`config.mk`:
```
export PLATFORM = sky130hd
export DESIGN_NAME = board_scan_ctrl
export DESIGN_NICKNAME = d
export VERILOG_FILES = /design/src/rtl/board_scan_ctrl.sv
export SDC_FILE = /design/constraint.sdc
export NUM_CORES = 1
export LEC_CHECK = 0
export ABC_AREA = 1
export ABC_CLOCK_PERIOD_IN_PS = 1400
export CORE_UTILIZATION = 50
export CTS_BUF_LIST = sky130_fd_sc_hd__clkbuf_4 sky130_fd_sc_hd__clkbuf_8
export DETAILED_ROUTE_END_ITERATION = 10
export HOLD_SLACK_MARGIN = 0.1
export PLACE_DENSITY = 0.78
export RECOVER_POWER = 100
export SLEW_MARGIN = 40
export SYNTH_ARGS = -nofsm -noshare
export SYNTH_HDL_FRONTEND = slang
export SYNTH_SLANG_ARGS = --single-unit
```
`constraint.sdc`:
```
create_clock -name clk -period 1.4 [get_ports clk]
set_input_delay 0.35 -clock clk [delete_from_list [all_inputs] [get_ports clk]]
set_output_delay 0.35 -clock clk [all_outputs]
set_load 0.05 [all_outputs]
```
`src/rtl/board_scan_ctrl.sv`:
```
// Board scan controller: walks the 9-way cell mux, captures the board and reports winner/draw/error.
// Optional build macro SCAN_ABORT_EN adds an abort input that cancels a scan in progress.
module board_scan_ctrl #(
    parameter int CELL_W = 16,
    parameter int SETTLE = 0
) (
    input  logic              clk,
    input  logic              rst,
    input  logic              start,
`ifdef SCAN_ABORT_EN
    input  logic              abort,
`endif
    output logic [3:0]        sel,
    input  logic [CELL_W-1:0] cell_in,
    output logic              busy,
    output logic              done,
    output logic [1:0]        winner,
    output logic              draw,
    output logic              err,
    output logic [7:0]        win_line
);

    typedef enum logic [1:0] {
        ST_IDLE = 2'd0,
        ST_SCAN = 2'd1,
        ST_EVAL = 2'd2
    } state_t;

    localparam logic [1:0] SETTLE_C = 2'(SETTLE);
    localparam logic [3:0] LAST_IDX = 4'd8;

    state_t      state_r;
    logic [3:0]  idx_r;
    logic [1:0]  cnt_r;
    logic [17:0] board_r;
    logic        illegal_r;
    logic [3:0]  sel_r;
    logic        busy_r;
    logic        done_r;
    logic [1:0]  winner_r;
    logic        draw_r;
    logic        err_r;
    logic [7:0]  win_line_r;

    logic        abort_s;
    logic [1:0]  cell_code_s;
    logic        cell_bad_s;
    logic [7:0]  x_lines_s;
    logic [7:0]  o_lines_s;
    logic        full_s;
    logic [1:0]  res_winner_s;
    logic        res_draw_s;
    logic        res_err_s;
    logic [7:0]  res_line_s;

`ifdef SCAN_ABORT_EN
    assign abort_s = abort;
`else
    assign abort_s = 1'b0;
`endif

    // Line bits: [0..2] rows, [3..5] columns, [6] main diagonal, [7] anti-diagonal.
    function automatic logic [7:0] line_mask(input logic [17:0] b, input logic [1:0] p);
        logic [8:0] m;
        for (int i = 0; i < 9; i++) begin
            m[i] = (b[2*i +: 2] == p);
        end
        return {m[2] & m[4] & m[6],
                m[0] & m[4] & m[8],
                m[2] & m[5] & m[8],
                m[1] & m[4] & m[7],
                m[0] & m[3] & m[6],
                m[6] & m[7] & m[8],
                m[3] & m[4] & m[5],
                m[0] & m[1] & m[2]};
    endfunction

    function automatic logic board_full(input logic [17:0] b);
        logic f;
        f = 1'b1;
        for (int i = 0; i < 9; i++) begin
            f = f & (b[2*i +: 2] != 2'd0);
        end
        return f;
    endfunction

    assign x_lines_s = line_mask(board_r, 2'd1);
    assign o_lines_s = line_mask(board_r, 2'd2);
    assign full_s    = board_full(board_r);

    // Decode the mux output into the 2-bit board encoding, flagging anything else.
    always_comb begin
        cell_code_s = 2'd0;
        cell_bad_s  = 1'b0;
        if (cell_in == CELL_W'(1)) begin
            cell_code_s = 2'd1;
        end else if (cell_in == CELL_W'(2)) begin
            cell_code_s = 2'd2;
        end else if (cell_in == {CELL_W{1'b0}}) begin
            cell_code_s = 2'd0;
        end else begin
            cell_bad_s = 1'b1;
        end
    end

    // Resolve the captured board into the reported result, errors taking precedence.
    always_comb begin
        res_winner_s = 2'd0;
        res_draw_s   = 1'b0;
        res_err_s    = 1'b0;
        res_line_s   = 8'h00;
        if (illegal_r) begin
            res_err_s = 1'b1;
        end else if ((x_lines_s != 8'h00) && (o_lines_s != 8'h00)) begin
            res_err_s  = 1'b1;
            res_line_s = x_lines_s | o_lines_s;
        end else if (x_lines_s != 8'h00) begin
            res_winner_s = 2'd1;
            res_line_s   = x_lines_s;
        end else if (o_lines_s != 8'h00) begin
            res_winner_s = 2'd2;
            res_line_s   = o_lines_s;
        end else if (full_s) begin
            res_draw_s = 1'b1;
        end else begin
            res_draw_s = 1'b0;
        end
    end

    // Scan sequencer with registered select, status and results.
    always_ff @(posedge clk) begin
        if (rst) begin
            state_r    <= ST_IDLE;
            idx_r      <= 4'd0;
            cnt_r      <= 2'd0;
            board_r    <= 18'd0;
            illegal_r  <= 1'b0;
            sel_r      <= 4'd0;
            busy_r     <= 1'b0;
            done_r     <= 1'b0;
            winner_r   <= 2'd0;
            draw_r     <= 1'b0;
            err_r      <= 1'b0;
            win_line_r <= 8'h00;
        end else begin
            done_r <= 1'b0;
            case (state_r)
                ST_IDLE: begin
                    sel_r  <= 4'd0;
                    busy_r <= 1'b0;
                    if (start && !abort_s) begin
                        state_r    <= ST_SCAN;
                        idx_r      <= 4'd0;
                        cnt_r      <= 2'd0;
                        board_r    <= 18'd0;
                        illegal_r  <= 1'b0;
                        busy_r     <= 1'b1;
                        winner_r   <= 2'd0;
                        draw_r     <= 1'b0;
                        err_r      <= 1'b0;
                        win_line_r <= 8'h00;
                    end
                end
                ST_SCAN: begin
                    if (abort_s) begin
                        state_r    <= ST_IDLE;
                        sel_r      <= 4'd0;
                        busy_r     <= 1'b0;
                        winner_r   <= 2'd0;
                        draw_r     <= 1'b0;
                        err_r      <= 1'b0;
                        win_line_r <= 8'h00;
                    end else if (cnt_r == SETTLE_C) begin
                        for (int i = 0; i < 9; i++) begin
                            if (idx_r == 4'(i)) begin
                                board_r[2*i +: 2] <= cell_code_s;
                            end
                        end
                        illegal_r <= illegal_r | cell_bad_s;
                        cnt_r     <= 2'd0;
                        if (idx_r == LAST_IDX) begin
                            state_r <= ST_EVAL;
                        end else begin
                            idx_r <= idx_r + 4'd1;
                            sel_r <= idx_r + 4'd1;
                        end
                    end else begin
                        cnt_r <= cnt_r + 2'd1;
                    end
                end
                ST_EVAL: begin
                    state_r <= ST_IDLE;
                    sel_r   <= 4'd0;
                    busy_r  <= 1'b0;
                    if (abort_s) begin
                        winner_r   <= 2'd0;
                        draw_r     <= 1'b0;
                        err_r      <= 1'b0;
                        win_line_r <= 8'h00;
                    end else begin
                        done_r     <= 1'b1;
                        winner_r   <= res_winner_s;
                        draw_r     <= res_draw_s;
                        err_r      <= res_err_s;
                        win_line_r <= res_line_s;
                    end
                end
                default: begin
                    state_r <= ST_IDLE;
                    sel_r   <= 4'd0;
                    busy_r  <= 1'b0;
                end
            endcase
        end
    end

    assign sel      = sel_r;
    assign busy     = busy_r;
    assign done     = done_r;
    assign winner   = winner_r;
    assign draw     = draw_r;
    assign err      = err_r;
    assign win_line = win_line_r;

endmodule

```
==> run summary <==
Metal-1 WL: 2.947 mm
CTS buffer count: 5
first-pass GRT wire length: 10.83 mm
I/O pin count: 37
worst path arrival time: 1.69 ns
ys async rst share: 0%
max capacitance violation total: 0
final net count: 446
Distinct cells, synth: 30
initial antenna violation count: 0
grt ovf: 0
CORE AREA: 4384 um^2
vias per cell: 5.767
sequential cell area: 915.9 um^2
WP data required: 1.60 ns
most numerous cell in the Yosys netlist: nand2_1
area occupied by multi-input gates: 1456 um^2
drt pass-1 iters: 6
Post-DRT Antenna Nets: 0
# diodes: 0
clk slew on worst S/H paths: 0.09 ns
Via Count: 2728
Reg2Reg Launch Point: idx_r[0]$_SDFFE_PP0P_
Reg2Reg Setup Slack: -0.1 ns
Mapped Nets: 369
I/O Buffers: 36
outcome: finished, violations left
fin crit share: 106.8%
Final Slew Violations: 0
worst-margin pin slew: 0.2803 ns
Detail Placement HPWL: 4.324 mm
DR WL met2: 3.912 mm
most frequent cells after synthesis: nand2_1, nor2_1, dfxtp_1
die area: 4892 um^2
layout cells sized above 1: 35.39%
reg2reg end: board_r[16]$_SDFFE_PP0P_
final hold violations: 0
dpl ws: -0.4592 ns
Starting DRT DRC Count: 297
Worst Path Max Fanout: 4
RSZ-0062 raised after global routing: yes
FP Rows: 24
global placement routability congestion: 0.9582
vias in the first global route: 2503
P_leak: 0.001654 uW
largest net degree at the start of global routing: 18
DR WL met3: 469 um
post-synthesis cell area: 2308 um^2
Peak supply drop: 0.7129 mV
failing checks: negative setup slack
Yosys reg bits: 45
root buffer cell: clkbuf_8
register area share after synthesis: 39.02%
Post-Route Setup TNS: -0.3098 ns
Die Span Y: 69.95 um
Clk Latency, worst-skew pair: 0.31 ns
Synth Flop Type: dfxtp_1
Yosys top cell by area: dfxtp_1
CTS tree: yes
worst-case clock buffer depth: 2
top cell type's share of synthesized area: 39.02%
Initial Util: 52.65%
Post-synth EDFFs: 0
final worst setup slack: -0.09552 ns
DRC viols: 0
chip width: 69.95 um
Avg WL per Cell: 16.14 um
Crit. Startpoint: idx_r[0]$_SDFFE_PP0P_
syn avg cell area: 6.711 um^2
yosys warns: 0
CTS HTree Levels: 2
Setup Viol. Count Final: 10
crit start category: flip-flop
Area growth syn-to-layout: 56.64%
CP endpoint kind: flip-flop
PD cells: 853.8 nW/um^2
Rel. slew slack: 81.24%
Final Critical Period: 1.496 ns
Syn Inst Count: 344
critical path class: reg -> reg
clk sinks: 45
gr usage total: 27.39%
highest metal used: met4
worst reg2reg path depth: 9
Area contributors post-synth: dfxtp_1, nand2_1, nor2_1, a21oi_1, inv_1
worst hold path type: reg -> reg
max frequency: 0.6687 GHz
Worst Setup EP: board_r[16]$_SDFFE_PP0P_
clock skew: 0.008106 ns
Fillers: 244
final WL: 7.636 mm
## final cells by class
| type | instances | share of cell area (%) |
|---|---|---|
| clock buffer | 5 | 1.903 |
| clock inverter | 2 | 0.9689 |
| inverter | 50 | 5.640 |
| multi-input combinational | 245 | 40.28 |
| sequential | 45 | 25.33 |
| tap | 52 | 1.799 |
| timing repair buffer | 74 | 24.08 |
## flip-flops by register name, indices dropped and copies added (netlist names)
signal and flops:
board_r 18, sel 4, winner 2, win_line 8
busy 1, cnt_r 2, err 1, done 1
illegal_r 1, state_r 2, idx_r 4, draw 1
## placed cells by master (no fill, tap or decap), types with 10 or more instances in the layout
master	Yosys	layout
buf_4	0	33
nand3_1	20	19
nand2_1	74	65
inv_1	39	33
o21ai_0	29	10
o21ai_1	3	16
nand2_2	2	10
dfxtp_1	45	37
nor2_1	50	30
nor2_2	0	17
a21oi_1	37	28
inv_2	5	12
buf_12	0	19
## kinds of logic after synthesis
group / count (synthesis) / synth area share [%]
flops: 45 / 39.02
fa+ha+maj: 6 / 3.252
simple gates: 161 / 30.30
xor+xnor: 2 / 0.7589
buf+inv: 56 / 9.593
compound gates: 74 / 17.07
## what timing repair did
item	4_1_cts	5_1_grt
cloned	2	0
setup endpoints to repair	34	41
buffers inserted	1	8
hold buffers	0	0
pin swaps	5	25
gates resized for setup	28	95
## report_power, final
group / internal, uW / leakage, uW / switching (uW)
sequential: 1340 / 0.000370 / 77.2
combinational: 275 / 0.00123 / 402
clock: 520 / 0.0000540 / 468
total: 2140 / 0.00165 / 948
## worst max-delay path: stages, from the launching register on
cell	delay, ns
dfxtp_2	0.33
inv_2	0.07
ha_4	0.13
inv_2	0.04
nor3_4	0.25
nand2_2	0.14
a21oi_4	0.19
nor2_1	0.06
nor2_1	0.12
nor2_1	0.04
## metrics by stage
step | instance area (um^2) | power [uW] | std cells | hold WS, ns | utilization, %
3_3_place_gp | 3113 | 1902 | 455 | 0.4719 | 71.00
4_1_cts | 3331 | 2899 | 465 | 0.4587 | 75.97
3_5_place_dp | 3113 | 1919 | 455 | 0.4867 | 71.00
6_report | 3616 | 3087 | 473 | 0.4820 | 82.48
5_1_grt | 3616 | 3196 | 473 | 0.5042 | 82.48
2_1_floorplan | 2308 | 1712 | 344 | 0.4548 | -
## layer usage
metal / track usage, % / vias to the layer above
li1: - / 1267
met5: 0 / -
met3: 7.504 / 42
met2: 46.37 / 155
met4: 13.11 / 0
met1: 31.85 / 1264
## how the worst min path moves through the flow
| stage | start | end | slack [ns] | cells past startpoint |
|---|---|---|---|---|
| 2_1_floorplan | illegal_r$_SDFFE_PP0P_ | illegal_r$_SDFFE_PP0P_ | 0.45 | 2 |
| 3_3_place_gp | illegal_r$_SDFFE_PP0P_ | illegal_r$_SDFFE_PP0P_ | 0.47 | 2 |
| 3_5_place_dp | illegal_r$_SDFFE_PP0P_ | illegal_r$_SDFFE_PP0P_ | 0.49 | 2 |
| 4_1_cts | state_r[0]$_SDFFE_PP0P_ | done$_SDFF_PP0_ | 0.46 | 1 |
| 5_1_grt | state_r[0]$_SDFFE_PP0P_ | done$_SDFF_PP0_ | 0.50 | 1 |
| 6_report | state_r[0]$_SDFFE_PP0P_ | done$_SDFF_PP0_ | 0.48 | 1 |
Note: power is estimated with default switching activity, not from simulation.
